===== src/rtl/aes_result_packer.sv =====
// Packs byte-wide AES results into DATA_WIDTH words behind a byte buffer that absorbs output-FIFO stalls.
// Optional status ports (overflow, drop_cnt) are enabled by defining AES_PACK_STATUS_EN.
module aes_result_packer #(
   parameter int DATA_WIDTH = 32,
   parameter int BUF_DEPTH  = 16
`ifdef AES_PACK_STATUS_EN
   ,
   parameter int CNT_WIDTH  = 16
`endif
) (
   input  logic                  i_clock,
   input  logic                  i_reset,
   input  logic [7:0]            i_byte_in,
   input  logic                  i_byte_vld,
   input  logic                  i_flush,
   input  logic                  i_data_full,
   output logic                  o_data_wr,
   output logic [DATA_WIDTH-1:0] o_data_dout,
   output logic                  o_busy
`ifdef AES_PACK_STATUS_EN
   ,
   output logic                  o_overflow,
   output logic [CNT_WIDTH-1:0]  o_drop_cnt
`endif
);

   localparam int BYTES  = DATA_WIDTH / 8;
   localparam int LANE_W = (BYTES > 1) ? $clog2(BYTES) : 1;
   localparam int PTR_W  = $clog2(BUF_DEPTH);
   localparam int CNT_W  = PTR_W + 1;

   typedef enum logic {S_COLLECT, S_EMIT} state_t;

   state_t                r_state;
   state_t                w_state_nxt;
   logic [7:0]            r_buf [BUF_DEPTH];
   logic [PTR_W-1:0]      r_wptr;
   logic [PTR_W-1:0]      r_rptr;
   logic [CNT_W-1:0]      r_count;
   logic [LANE_W-1:0]     r_lane;
   logic [DATA_WIDTH-1:0] r_word;
   logic                  r_flush_pend;

   logic w_empty;
   logic w_push;
   logic w_pop;
   logic w_last_lane;
   logic w_flush_clr;
   logic w_flush_emit;
   logic w_emit;

   assign w_empty     = (r_count == '0);
   // Fullness is judged on the pre-pop count, so a full buffer drops even if it pops this cycle.
   assign w_push      = i_byte_vld && (r_count != CNT_W'(BUF_DEPTH));
   assign w_last_lane = (r_lane == LANE_W'(BYTES - 1));

   always_ff @(posedge i_clock or posedge i_reset) begin
      if (i_reset) r_state <= S_COLLECT;
      else         r_state <= w_state_nxt;
   end

   always_comb begin
      w_state_nxt = r_state;
      case (r_state)
         S_COLLECT: begin
            if (!w_empty) begin
               if (w_last_lane) w_state_nxt = S_EMIT;
            end else if (r_flush_pend && (r_lane != '0)) begin
               w_state_nxt = S_EMIT;
            end
         end
         S_EMIT: begin
            if (!i_data_full) w_state_nxt = S_COLLECT;
         end
      endcase
   end

   always_comb begin
      w_pop        = 1'b0;
      w_flush_clr  = 1'b0;
      w_flush_emit = 1'b0;
      w_emit       = 1'b0;
      case (r_state)
         S_COLLECT: begin
            w_pop        = !w_empty;
            w_flush_clr  = w_empty && r_flush_pend;
            w_flush_emit = w_flush_clr && (r_lane != '0);
         end
         S_EMIT: begin
            w_emit = !i_data_full;
         end
      endcase
      o_busy = !w_empty || (r_lane != '0) || (r_state == S_EMIT) || r_flush_pend;
   end

   always_ff @(posedge i_clock) begin
      if (w_push) r_buf[r_wptr] <= i_byte_in;
   end

   always_ff @(posedge i_clock or posedge i_reset) begin
      if (i_reset) begin
         r_wptr       <= '0;
         r_rptr       <= '0;
         r_count      <= '0;
         r_lane       <= '0;
         r_word       <= '0;
         r_flush_pend <= 1'b0;
         o_data_wr    <= 1'b0;
         o_data_dout  <= '0;
      end else begin
         if (w_push) r_wptr <= r_wptr + PTR_W'(1);
         if (w_pop)  r_rptr <= r_rptr + PTR_W'(1);
         r_count <= r_count + CNT_W'(w_push) - CNT_W'(w_pop);

         if (w_pop) begin
            r_word[8*r_lane +: 8] <= r_buf[r_rptr];
            r_lane <= w_last_lane ? '0 : r_lane + LANE_W'(1);
         end else if (w_flush_emit) begin
            r_lane <= '0;
         end

         // A new flush request wins over clearing the one just serviced.
         if (i_flush)          r_flush_pend <= 1'b1;
         else if (w_flush_clr) r_flush_pend <= 1'b0;

         o_data_wr <= w_emit;
         if (w_emit) begin
            o_data_dout <= r_word;
            r_word      <= '0;
         end
      end
   end

`ifdef AES_PACK_STATUS_EN
   logic w_drop;
   assign w_drop = i_byte_vld && !w_push;

   always_ff @(posedge i_clock or posedge i_reset) begin
      if (i_reset) begin
         o_overflow <= 1'b0;
         o_drop_cnt <= '0;
      end else if (w_drop) begin
         o_overflow <= 1'b1;
         if (o_drop_cnt != '1) o_drop_cnt <= o_drop_cnt + CNT_WIDTH'(1);
      end
   end
`endif

endmodule

===== config.mk =====
export PLATFORM = sky130hd
export DESIGN_NAME = aes_result_packer
export DESIGN_NICKNAME = d
export VERILOG_FILES = /design/src/rtl/aes_result_packer.sv
export SDC_FILE = /design/constraint.sdc
export NUM_CORES = 1
export LEC_CHECK = 0
export ABC_CLOCK_PERIOD_IN_PS = 6000
export BUFFER_PORTS_ARGS = -buffer_cell sky130_fd_sc_hd__buf_4
export CAP_MARGIN = 20
export CORE_AREA = 2 2 143 145
export CTS_BUF_LIST = sky130_fd_sc_hd__clkbuf_16
export CTS_CLUSTER_SIZE = 20
export DETAILED_ROUTE_END_ITERATION = 10
export DIE_AREA = 0 0 145 147
export GPL_TIMING_DRIVEN = 0
export PLACE_DENSITY = 0.69
export SLEW_MARGIN = 20
export SYNTH_ARGS = -nofsm -noshare
export SYNTH_HDL_FRONTEND = slang
export SYNTH_SLANG_ARGS = --single-unit

===== constraint.sdc =====
create_clock -name i_clock -period 6 [get_ports i_clock]
set_clock_uncertainty 0.05 [all_clocks]
set_input_delay 0.9 -clock i_clock [delete_from_list [all_inputs] [get_ports i_clock]]
set_output_delay 0.9 -clock i_clock [all_outputs]
set_load 0.005 [all_outputs]

After elaboration in Yosys (flattened, before gate mapping). Memory sizes are Yosys's and may differ from the RTL's. Cells that the tools add are included.

Memories: 1. Logic and storage cells: 54. Output and inout port bits: 34. Bits of input ports: 13. Bits in writable memories: 128. Register bits after elaboration: 82.

Memory list: r_buf (words 16, width 8, read ports 1, clocked after Yosys merged registers in 0, write ports 1, line 36) `logic [7:0] r_buf [BUF_DEPTH];`.

$add $sub $neg: 6. Bitwise logic cells: 1. Shifts and indexed selects: 2. Mux-type cells: 19. Eq/ne operators: 2. Reductions and logical operators: 14.

Operators by type and width (number): $mux 32 (2); $neg 5->34 (1); $shift 8x34->32 const A (1); $shiftx 8x34->32 (1); $bwmux 32 (1); $mux 1 (12); $add 4x1->4 const B (2); $reduce_bool 2->1 (4); $mux 2 (3); $add 5x1->5 (1); $logic_not 5->1 (1); $ne 5x5->1 const B (1); $sub 5x1->5 (1); $logic_and 1x1->1 (4); $logic_or 1x1->1 (3); $add 2x1->2 const B (1); $eq 2x2->1 const B (1); $logic_not 1->1 (2); $pmux 1 s2 (1); $not 1->1 (1).

Longest topological paths before layout. Gate-level depths: netlist (run 1).

Depth in word-level cells: 6. Mapped depth: 14. Mapped depth without buffers: 14.

Worst setup path after synthesis (run 1). Ideal clock, no wire load.

Kind: input -> register. From: input i_byte_vld. To: register r_count[4]. Stages: 11. Library setup time: 0.080 ns. Arrival time: 2.694 ns. Path slack: 3.176 ns. Required time: 5.870 ns. Cells stage by stage: a21boi_1 inv_1 ha_1 inv_1 ha_1 inv_1 fa_1 inv_1 a21oi_1 o21bai_1 xnor2_1.

Word-level cells in the longest chain between the ends: 3.

Ends and longest elaborated chain: start: declaration (line 14) `input logic i_byte_vld,`; $logic_and 1x1->1 (line 54) `assign w_push = i_byte_vld && (r_count != CNT_W'(BUF_DEPTH));`; $add 5x1->5 (line 113) `r_count <= r_count + CNT_W'(w_push) - CNT_W'(w_pop);`; $sub 5x1->5 (line 113); end signal: assignment (line 113); end: declaration (line 39) `logic [CNT_W-1:0] r_count;`.

No other way between the ends. A chain may end at the register's enable or synchronous reset.

Final worst setup path (run 1).
From: register r_count[2]. To: output o_busy.

Word-level cells in the longest chain between the ends: 5.

Ends and longest elaborated chain: $logic_not 5->1 (line 52) `assign w_empty = (r_count == '0);`; $logic_not 1->1 (line 93) `o_busy = !w_empty || (r_lane != '0) || (r_state == S_EMIT) || r_flush_pend;`; $logic_or 1x1->1 (3 in series) (line 93); end: declaration (line 19) `output logic o_busy`.

No other way between the ends.

==> results.cfg, run 1 <==
[min_path]
hold_path_class = primary input to async pin

[finish]
synthToLayoutAreaGrowth_pct = 15.76
nets = 668
drive_gt1_share_pct = 23.74
final_cell_mix = 128 x edfxtp_1, 103 x nand2_1, 82 x dfrtp_1, 47 x buf_4, 32 x nor3_1
diodes = 0
final_area_um2 = 10170
layout_commonest_cell = edfxtp_1

[timing]
rsz0062_at_grt = false
relSlewSlack_pct = 40.18
finalSetupViolCount = 0
hold_viol_final = 0
fin_setup_tns_ps = 0
period_share_pct = 56.44
max_freq_mhz = 295.3
drv_slew = 0
whs_ps = 310.9
period_needed_ps = 3387
worst_pin_slew_ps = 893.9

[global_route]
grt_overflow = 0
grt_pass1_vias = 5024
grt_pass1_wl_um = 28350
grt_usage_pct = 17.02
grt_max_degree = 61
antenna_found_initial = 0

[drt]
vias_per_cell = 5.313
avgRoutedWirePerCell_um = 19.16
vias = 4904
drtIter0Drc = 485
drc_errors = 0
drt-pass1-iter-count = 5
drtAntennaViolNets = 0
drt_wl_total_um = 17690

[setup_path]
cp.arrival_ps = 2440
worstPathRequired_ps = 5050
criticalPathCategory = flip-flop to primary output
r2r_cells = 14
r2r_setup_slack_ps = 2860
timing.rr.end = r_count[4]
crit-reg2reg-launch = r_count[2]
cp-end-kind = primary output
crit_chain = inv_1, ha_1, or4b_4, buf_6, or4b_1, buf_4
max_stage_delay_ps = 490
crit_slowest_cell = or4b_4
worstSetupStartpointType = flip-flop
crit_fanout = 10

[synth]
async_flop_share_pct = 39.05
synth_edf_count = 128
netlist_area_um2 = 8790
yosysUniqueCellTypes = 47
synthCells = 569
ys_seq_area_share_pct = 67.07
synth_seq_cells = 210
synth.avg_cell_area_um2 = 15.45
ys.flop_type = edfxtp_1
syn_nets = 598
ys_warn_count = 0

[power_and_ir_drop]
peakVddDrop_mv = 0.3710
p_leak_uw = 0.004257
power.density_nw_per_um2 = 501.1

[die]
num_rows = 52
dieArea_um2 = 21320
fp.coreArea_um2 = 19840
die_x_um = 145
io_pins = 47
die_h_um = 147
initial_core_util_pct = 44.29

[clock_tree]
cts_setup_buffers = 0
cts_sinks = 210
clk_latency_ps = 500
cts_buffer_depth = 3
cts.repair.resized = 0
cts_tree = built
cts_htree_levels = 1
clk_pin_slew_ps = 60
numCtsBuffers = 21
root_buffer = clkbuf_16
cts.hold.buffers_added = 0

[place]
gp_congestion = 0.8493
io_buffers = 46
placed_area_um2 = 9523
hpwl_um = 11880

[outcome]
status = completed

[job]
max_cap_violations = 0
area by class of cell:
type / count / area, µm²
buffer: 28 / 198.9
clock buffer: 21 / 525.5
clock inverter: 16 / 126.4
fill: 1623 / 9669
inverter: 15 / 58.81
multi-input combinational: 316 / 2659
sequential: 210 / 5896
tap: 270 / 337.8
timing repair buffer: 47 / 372.9
synth_stat cells, types with 2 or more instances:
cell	number	area, µm²
buf_2	8	40.04
nor2b_1	3	18.77
mux2i_2	8	110.1
xnor2_1	7	61.31
nand3_1	4	20.02
clkbuf_1	7	26.28
o21ai_0	2	10.01
a21oi_4	3	48.80
buf_1	2	7.510
a22o_1	2	17.52
a21oi_1	2	10.01
nor3_1	36	180.2
mux2i_4	8	180.2
nand2b_1	4	25.02
dfrtp_1	82	2052
mux4_2	29	653.1
clkbuf_2	2	10.01
mux4_1	3	78.83
a211o_1	16	140.1
nand4_1	2	12.51
o21bai_1	2	15.01
edfxtp_1	128	3844
xor2_1	3	26.28
buf_12	2	40.04
buf_6	6	67.56
o22ai_1	16	100.1
ha_1	15	187.7
a21o_1	17	127.6
nand2_1	103	386.6
inv_1	15	56.30
nor2_1	16	60.06
worst max path at each step:
stage / startpoint / end / depth (start not counted)
2_1_floorplan: i_reset / o_data_dout[0] / 1
3_3_place_gp: i_reset / o_data_dout[10] / 2
3_5_place_dp: i_byte_vld / r_count[4] / 12
4_1_cts: r_count[2] / o_busy / 6
5_1_grt: r_count[2] / o_busy / 6
6_report: r_count[2] / o_busy / 6
through the flow:
| stage | setup slack, ps | total power [µW] | utilization (%) | instances |
|---|---|---|---|---|
| 6_report | 2613 | 5099 | 51.27 | 923 |
| 5_1_grt | 2525 | 5379 | 51.27 | 923 |
| 4_1_cts | 2585 | 5138 | 51.27 | 923 |
| 3_5_place_dp | 2681 | 3875 | 47.99 | 886 |
| 3_3_place_gp | 2123 | 3797 | 47.74 | 885 |
| 2_1_floorplan | 2942 | 3292 | - | 569 |
sequential cells by signal, summed over array words and instances (netlist names):
signal / count
r_buf: 128
o_data_dout: 32
r_word: 32
r_count: 5
r_rptr: 4
r_wptr: 4
r_lane: 2
o_data_wr: 1
r_flush_pend: 1
r_state: 1
worst max-delay path: cells and delay by family, from the launching register on:
kind	cells	cell delay, ps
buffers and inverters	3	420
adder cells (fa/ha/maj)	1	170
AND/OR/NAND/NOR	2	970
flip-flops	1	390
logic make-up (layout without fill, tap and decap cells):
kind of cell / count (synthesis) / in the layout / share of synthesized area (%)
buf+inv: 43 / 127 / 2.904
flops: 210 / 210 / 67.07
fa+ha+maj: 16 / 16 / 2.363
compound gates: 63 / 63 / 5.609
xor+xnor: 10 / 10 / 0.9965
simple gates: 178 / 178 / 9.295
mux: 49 / 49 / 11.76
power by group:
group	internal [µW]	total [µW]	switching, µW
Sequential	1830	1980	147
Clock	722	1250	528
Combinational	811	1870	1060
Total	3370	5100	1730
routing by layer:
metal,part of all wire [%],up-vias,routed length [µm],global-route usage [%]
met5,0,-,0,0
met4,2.1,0,363,4.059
met3,5.3,32,930,3.106
met2,48,144,8544,28.40
met1,44,2473,7851,23.49
li1,-,2255,-,-
(Power assumes the default switching activity.)
==> run 2: changes to the inputs <==
==> config.mk (replaced) <==
export PLATFORM = sky130hd
export DESIGN_NAME = aes_result_packer
export DESIGN_NICKNAME = d
export VERILOG_FILES = /design/src/rtl/aes_result_packer.sv
export SDC_FILE = /design/constraint.sdc
export NUM_CORES = 1
export LEC_CHECK = 0
export ABC_AREA = 1
export ABC_CLOCK_PERIOD_IN_PS = 3100
export BUFFER_PORTS_ARGS = -buffer_cell sky130_fd_sc_hd__buf_4
export CAP_MARGIN = 20
export CORE_AREA = 2 2 146 148
export CTS_BUF_LIST = sky130_fd_sc_hd__clkbuf_16
export CTS_CLUSTER_SIZE = 20
export DETAILED_ROUTE_END_ITERATION = 10
export DIE_AREA = 0 0 148 150
export GPL_TIMING_DRIVEN = 0
export PLACE_DENSITY = 0.71
export SLEW_MARGIN = 20
export SYNTH_ARGS = -nofsm -noshare
export SYNTH_HDL_FRONTEND = slang
export SYNTH_SLANG_ARGS = --single-unit
==> constraint.sdc (replaced) <==
create_clock -name i_clock -period 3.1 [get_ports i_clock]
set_clock_uncertainty 0.05 [all_clocks]
set_input_delay 0.465 -clock i_clock [delete_from_list [all_inputs] [get_ports i_clock]]
set_output_delay 0.465 -clock i_clock [all_outputs]
set_load 0.005 [all_outputs]
==> results.cfg, run 2 <==
[timing]
finalSetupViolCount = 0
rsz0062_at_grt = false
max_freq_mhz = 360.4
relSlewSlack_pct = 28.88
period_needed_ps = 2775
worst_pin_slew_ps = 1063
drv_slew = 0
period_share_pct = 89.52
hold_viol_final = 0
whs_ps = 131.7

[drt]
drt_wl_total_um = 20320
drt-pass1-iter-count = 5
avgRoutedWirePerCell_um = 15.87
drc_errors = 0
vias = 6254
drtAntennaViolNets = 0
vias_per_cell = 4.886
drtIter0Drc = 515

[setup_path]
worstSetupStartpointType = flip-flop
crit-reg2reg-launch = r_count[3]
crit_chain = inv_1, ha_1, nand2_1, nor2_2, nand2_2, nand2_2, inv_2, buf_6, ha_1, inv_1, ha_1, inv_1, fa_1, o21ai_0, a21oi_1, xor2_1
r2r_cells = 16
max_stage_delay_ps = 400
worstPathRequired_ps = 3440
cp.arrival_ps = 3110
r2r_setup_slack_ps = 320
crit_slowest_cell = fa_1
timing.rr.end = r_count[4]
cp-end-kind = flip-flop
criticalPathCategory = flip-flop to flip-flop
crit_fanout = 10

[finish]
final_util_pct = 51.28
top_regs = r_buf x128, o_data_dout x32, r_word x32
fillerInstances = 1870
final_cells = 1280
seqCellArea_um2 = 5896
largest_reg_flops = 128
layout_commonest_cell = nand2_1
synthToLayoutAreaGrowth_pct = 16.47
diodes = 0
nets = 1018
drive_gt1_share_pct = 13.03
top_register = r_buf
multi_input_area_um2 = 2496
final_cell_mix = 316 x nand2_1, 132 x inv_1, 128 x edfxtp_1, 100 x nand3_1, 82 x dfrtp_1

[global_route]
antenna_found_initial = 0
grt_pass1_vias = 6084
grt_pass1_wl_um = 32610
grt_usage_pct = 18.88
grt_overflow = 0
grt_max_degree = 45

[power_and_ir_drop]
p_leak_uw = 0.004985
peakVddDrop_mv = 0.5880
power.total_uw = 10510
power.density_nw_per_um2 = 990.8

[min_path]
min_from = i_flush
hold_path_class = primary input to flip-flop
hold-path-cell-count = 2
whs_endpoint = r_flush_pend

[synth]
ys_seq_area_share_pct = 64.72
synthCells = 916
yosysTopAreaCell = edfxtp_1
synth.top_cells.by_count = 316 x nand2_1, 129 x inv_1, 128 x edfxtp_1, 100 x nand3_1, 82 x dfrtp_1
synth_fa_ha_area_share_pct = 2.280
synthMuxAreaShare_pct = 0
synthXorXnorAreaFrac_pct = 0.9614
netlist_area_um2 = 9110
yosysMostFrequentCell = nand2_1
syn_nets = 945
ys_warn_count = 0
synth_seq_cells = 210
ys.flop_type = edfxtp_1
synth_edf_count = 128
synth.area.top_cells = edfxtp_1 42%, dfrtp_1 23%, nand2_1 13%
synth.avg_cell_area_um2 = 9.945
yosysTopAreaCellShare_pct = 42.19
synth_top_family_by_area = simple AND/OR/NAND/NOR gates
yosysUniqueCellTypes = 30
async_flop_share_pct = 39.05
synth-compound-area-share_pct = 2.211
synth-simple-area-share_pct = 21.84

[outcome]
status = completed

[clock_tree]
cts_buffer_depth = 3
cts.hold.buffers_added = 1
cts_tree = built
cts_htree_levels = 1
root_buffer = clkbuf_16
clk_pin_slew_ps = 60
cts_sinks = 210
numCtsBuffers = 23
cts_setup_buffers = 0
clk_latency_ps = 510
cts.repair.resized = 0

[job]
max_cap_violations = 0

[die]
die_x_um = 148
fp.coreArea_um2 = 20690
die_h_um = 150
io_pins = 47
initial_core_util_pct = 44.03
num_rows = 53
dieArea_um2 = 22200

[place]
hpwl_um = 13500
io_buffers = 46
gp_congestion = 0.8765
dp_cells = 1238
==> run 2: changes by cell type after synthesis, moves of 15 or more <==
| cell | previous run | this run |
|---|---|---|
| o22ai_1 | 16 | 1 |
| nor3_1 | 36 | 2 |
| nand2_1 | 103 | 316 |
| inv_1 | 15 | 129 |
| o21ai_0 | 2 | 21 |
| nand4_1 | 2 | 19 |
| a21o_1 | 17 | 0 |
| nand3_1 | 4 | 100 |
| mux4_2 | 29 | 0 |
| a211o_1 | 16 | 0 |
==> run 2: stage by stage <==
stage / cell area [µm²] / TNS [ps] / worst slack, ps
2_1_floorplan: 9110 / 0 / 476.6
3_3_place_gp: 9799 / -38220 / -470.9
3_5_place_dp: 9822 / 0 / 311.6
4_1_cts: 10600 / 0 / 297.3
5_1_grt: 10610 / 0 / 111.9
6_report: 10610 / 0 / 324.9
==> run 2: layout make-up <==
cell class	instances	share of cell area, %
Buffer	37	2.028
Clock buffer	23	5.425
Clock inverter	18	1.816
Inverter	136	4.858
Multi-Input combinational cell	533	23.53
Sequential cell	210	55.57
Tap cell	275	3.243
Timing Repair Buffer	48	3.538
==> run 2: power breakdown <==
group / internal (µW) / switching (µW) / total [µW]
Sequential: 3620 / 290 / 3910
Clock: 1690 / 1080 / 2770
Combinational: 1270 / 2570 / 3840
==> run 2: routing by layer <==
metal / GRT usage (%) / wire, µm / up-vias
met4: 4.476 / 444 / 0
met3: 2.805 / 1246 / 31
li1: - / - / 3078
met1: 26.58 / 9028 / 2951
met5: 0 / 0 / -
met2: 31.13 / 9598 / 194
==> run 2: cells by family after synthesis <==
kind of cell | after synthesis
adder cells (fa/ha/maj) | 16
AND/OR/NAND/NOR | 472
AO/OA/AOI/OAI | 35
XOR/XNOR | 10
flip-flops | 210
buffers and inverters | 173
==> run 2: worst max-delay path, delay by kind of cell, from the launching register on <==
kind | cells | cell delay, ps
compound gates | 2 | 300
xor+xnor | 1 | 150
fa+ha+maj | 4 | 960
buf+inv | 5 | 390
flops | 1 | 390
simple gates | 4 | 430
==> run 2: how the worst max path moves through the flow <==
stage | start | end
5_1_grt | r_count[2] | r_count[4]
3_5_place_dp | r_count[3] | r_count[4]
2_1_floorplan | i_reset | o_data_dout[0]
4_1_cts | r_count[3] | r_count[4]
6_report | r_count[3] | r_count[4]
3_3_place_gp | i_reset | r_wptr[2]
==> run 3: changes to the inputs <==
--- a/config.mk
+++ b/config.mk
@@ -5,15 +5,14 @@
 export SDC_FILE = /design/constraint.sdc
 export NUM_CORES = 1
 export LEC_CHECK = 0
-export ABC_AREA = 1
 export ABC_CLOCK_PERIOD_IN_PS = 3100
 export BUFFER_PORTS_ARGS = -buffer_cell sky130_fd_sc_hd__buf_4
 export CAP_MARGIN = 20
-export CORE_AREA = 2 2 146 148
+export CORE_AREA = 2 2 122 171
 export CTS_BUF_LIST = sky130_fd_sc_hd__clkbuf_16
 export CTS_CLUSTER_SIZE = 20
 export DETAILED_ROUTE_END_ITERATION = 10
-export DIE_AREA = 0 0 148 150
+export DIE_AREA = 0 0 124 173
 export GPL_TIMING_DRIVEN = 0
 export PLACE_DENSITY = 0.71
 export SLEW_MARGIN = 20
==> constraint.sdc (replaced) <==
create_clock -name i_clock -period 3.1 [get_ports i_clock]
set_clock_uncertainty 0.05 [all_clocks]
set_input_delay 0.31 -clock i_clock [delete_from_list [all_inputs] [get_ports i_clock]]
set_output_delay 0.31 -clock i_clock [all_outputs]
set_load 0.005 [all_outputs]
==> results.cfg, run 3 (synthesis results as in run 1) <==
[finish]
top_regs = r_buf x128, o_data_dout x32, r_word x32
drive_gt1_share_pct = 24.12
fillerInstances = 1642
layout_commonest_cell = edfxtp_1
diodes = 0
largest_reg_flops = 128
top_register = r_buf
synthToLayoutAreaGrowth_pct = 16.75
final_cell_mix = 128 x edfxtp_1, 103 x nand2_1, 82 x dfrtp_1, 49 x buf_4, 32 x nor3_1
nets = 670

[min_path]
min_from = i_byte_in[7]
hold_path_class = primary input to flip-flop
hold-path-cell-count = 1
whs_endpoint = r_buf[13][7]

[global_route]
grt_overflow = 0
grt_pass1_wl_um = 28320
grt_usage_pct = 17.16
grt_max_degree = 49
grt_pass1_vias = 5188
antenna_found_initial = 0

[clock_tree]
root_buffer = clkbuf_16
numCtsBuffers = 20
clk_latency_ps = 490
cts_tree = built
cts_buffer_depth = 3
clk_pin_slew_ps = 60
cts_htree_levels = 1
cts_sinks = 210

[setup_path]
cp_common_cell = buf_4
crit_chain = inv_1, ha_1, or4b_4, buf_4, buf_6, or4b_1, buf_4
worstPathRequired_ps = 2740
cp-end-kind = primary output
cp.arrival_ps = 2590
max_stage_delay_ps = 510
criticalPathCategory = flip-flop to primary output
crit-reg2reg-launch = r_count[2]
crit_fanout = 10
worstSetupStartpointType = flip-flop
worst_path_dominant_cell_family = simple AND/OR/NAND/NOR gates
r2r_cells = 13
crit_buf_inv = 4
crit_slowest_cell = or4b_4
timing.rr.end = r_count[4]
r2r_setup_slack_ps = 160

[timing]
period_needed_ps = 2946
relSlewSlack_pct = 45.07
fin_setup_tns_ps = 0
rsz0062_at_grt = false
hold_viol_final = 0
drv_slew = 0
worst_pin_slew_ps = 820.9
max_freq_mhz = 339.4
finalSetupViolCount = 0
timing.final.ws_setup_ps = 153.9
whs_ps = 95.77
period_share_pct = 95.03

[die]
initial_core_util_pct = 44.29
io_pins = 47
dieArea_um2 = 21450
die_h_um = 173
num_rows = 61
fp.coreArea_um2 = 19840
die_x_um = 124

[drt]
drt-pass1-iter-count = 4
vias_per_cell = 5.433
avgRoutedWirePerCell_um = 19.78
vias = 4928
drc_errors = 0
drt_wl_total_um = 17940
drtIter0Drc = 559
drtAntennaViolNets = 0

[place]
hpwl_um = 12650
pre_cts_ws_ps = -124.9
io_buffers = 46
gp_congestion = 0.9384

[outcome]
status = completed

[power_and_ir_drop]
p_leak_uw = 0.004306
power.density_nw_per_um2 = 985.2
peakVddDrop_mv = 0.4398

[job]
max_cap_violations = 0
run 3: per-layer routing:
metal	share of wire, %	wire length, µm	up-vias	GRT usage, %
li1	-	-	2252	-
met1	39	6916	2470	20.04
met2	52	9390	151	30.79
met3	4.5	807	55	2.441
met4	4.6	828	0	7.491
met5	0	0	-	0
run 3: worst max path at each step:
stage / from / to / slack, ps / depth (start not counted)
4_1_cts: r_count[2] / r_count[4] / 10 / 14
2_1_floorplan: r_count[3] / r_count[4] / 370 / 14
6_report: r_count[2] / o_busy / 150 / 7
3_3_place_gp: i_reset / o_data_dout[12] / -230 / 2
5_1_grt: r_count[2] / r_count[4] / 40 / 13
3_5_place_dp: r_count[2] / r_count[4] / -120 / 14
run 3: worst reg2reg max path: stages, from the launching register on:
cell      delay (ps)
dfrtp_1          390
inv_1             90
ha_1             160
or4b_4           510
nor2b_4          220
ha_1             300
inv_1             50
ha_1             150
inv_1             60
fa_2             350
inv_1             70
a21oi_1           70
o21bai_1         220
xnor2_1          160
run 3: per-stage QoR:
| stage | area, µm² | total power [µW] | util (%) | instances |
|---|---|---|---|---|
| after floorplan | 8790 | 6372 | - | 569 |
| after global placement | 9450 | 7307 | 47.62 | 867 |
| after detailed placement | 9500 | 7492 | 47.88 | 868 |
| after CTS | 10260 | 10170 | 51.68 | 906 |
| after global routing | 10260 | 10610 | 51.72 | 907 |
| final | 10260 | 10110 | 51.72 | 907 |
run 3: report_power, final:
part | internal [µW] | switching, µW | total, µW
sequential | 3550 | 284 | 3830
combinational | 1570 | 2040 | 3610
clock | 1660 | 1010 | 2670
run 3: repair_timing:
item / in CTS / in global routing
pin swaps: 0 / 2
endpoints found under the setup margin: 1 / 1
hold buffers: 2 / 0
hold endpoints to repair: 35 / 0
buffers inserted: 0 / 2
resized for setup: 1 / 1
run 3: area by class of cell:
class / instances / area, µm² / share of cell area [%]
repair buffers: 51 / 407.9 / 3.975
inverters: 15 / 58.81 / 0.5730
multi-input cells: 316 / 2665 / 25.97
clock buffers: 23 / 575.6 / 5.608
well taps: 252 / 315.3 / 3.072
plain buffers: 27 / 187.7 / 1.829
clock inverters: 13 / 156.4 / 1.524
flip-flops and latches: 210 / 5896 / 57.45
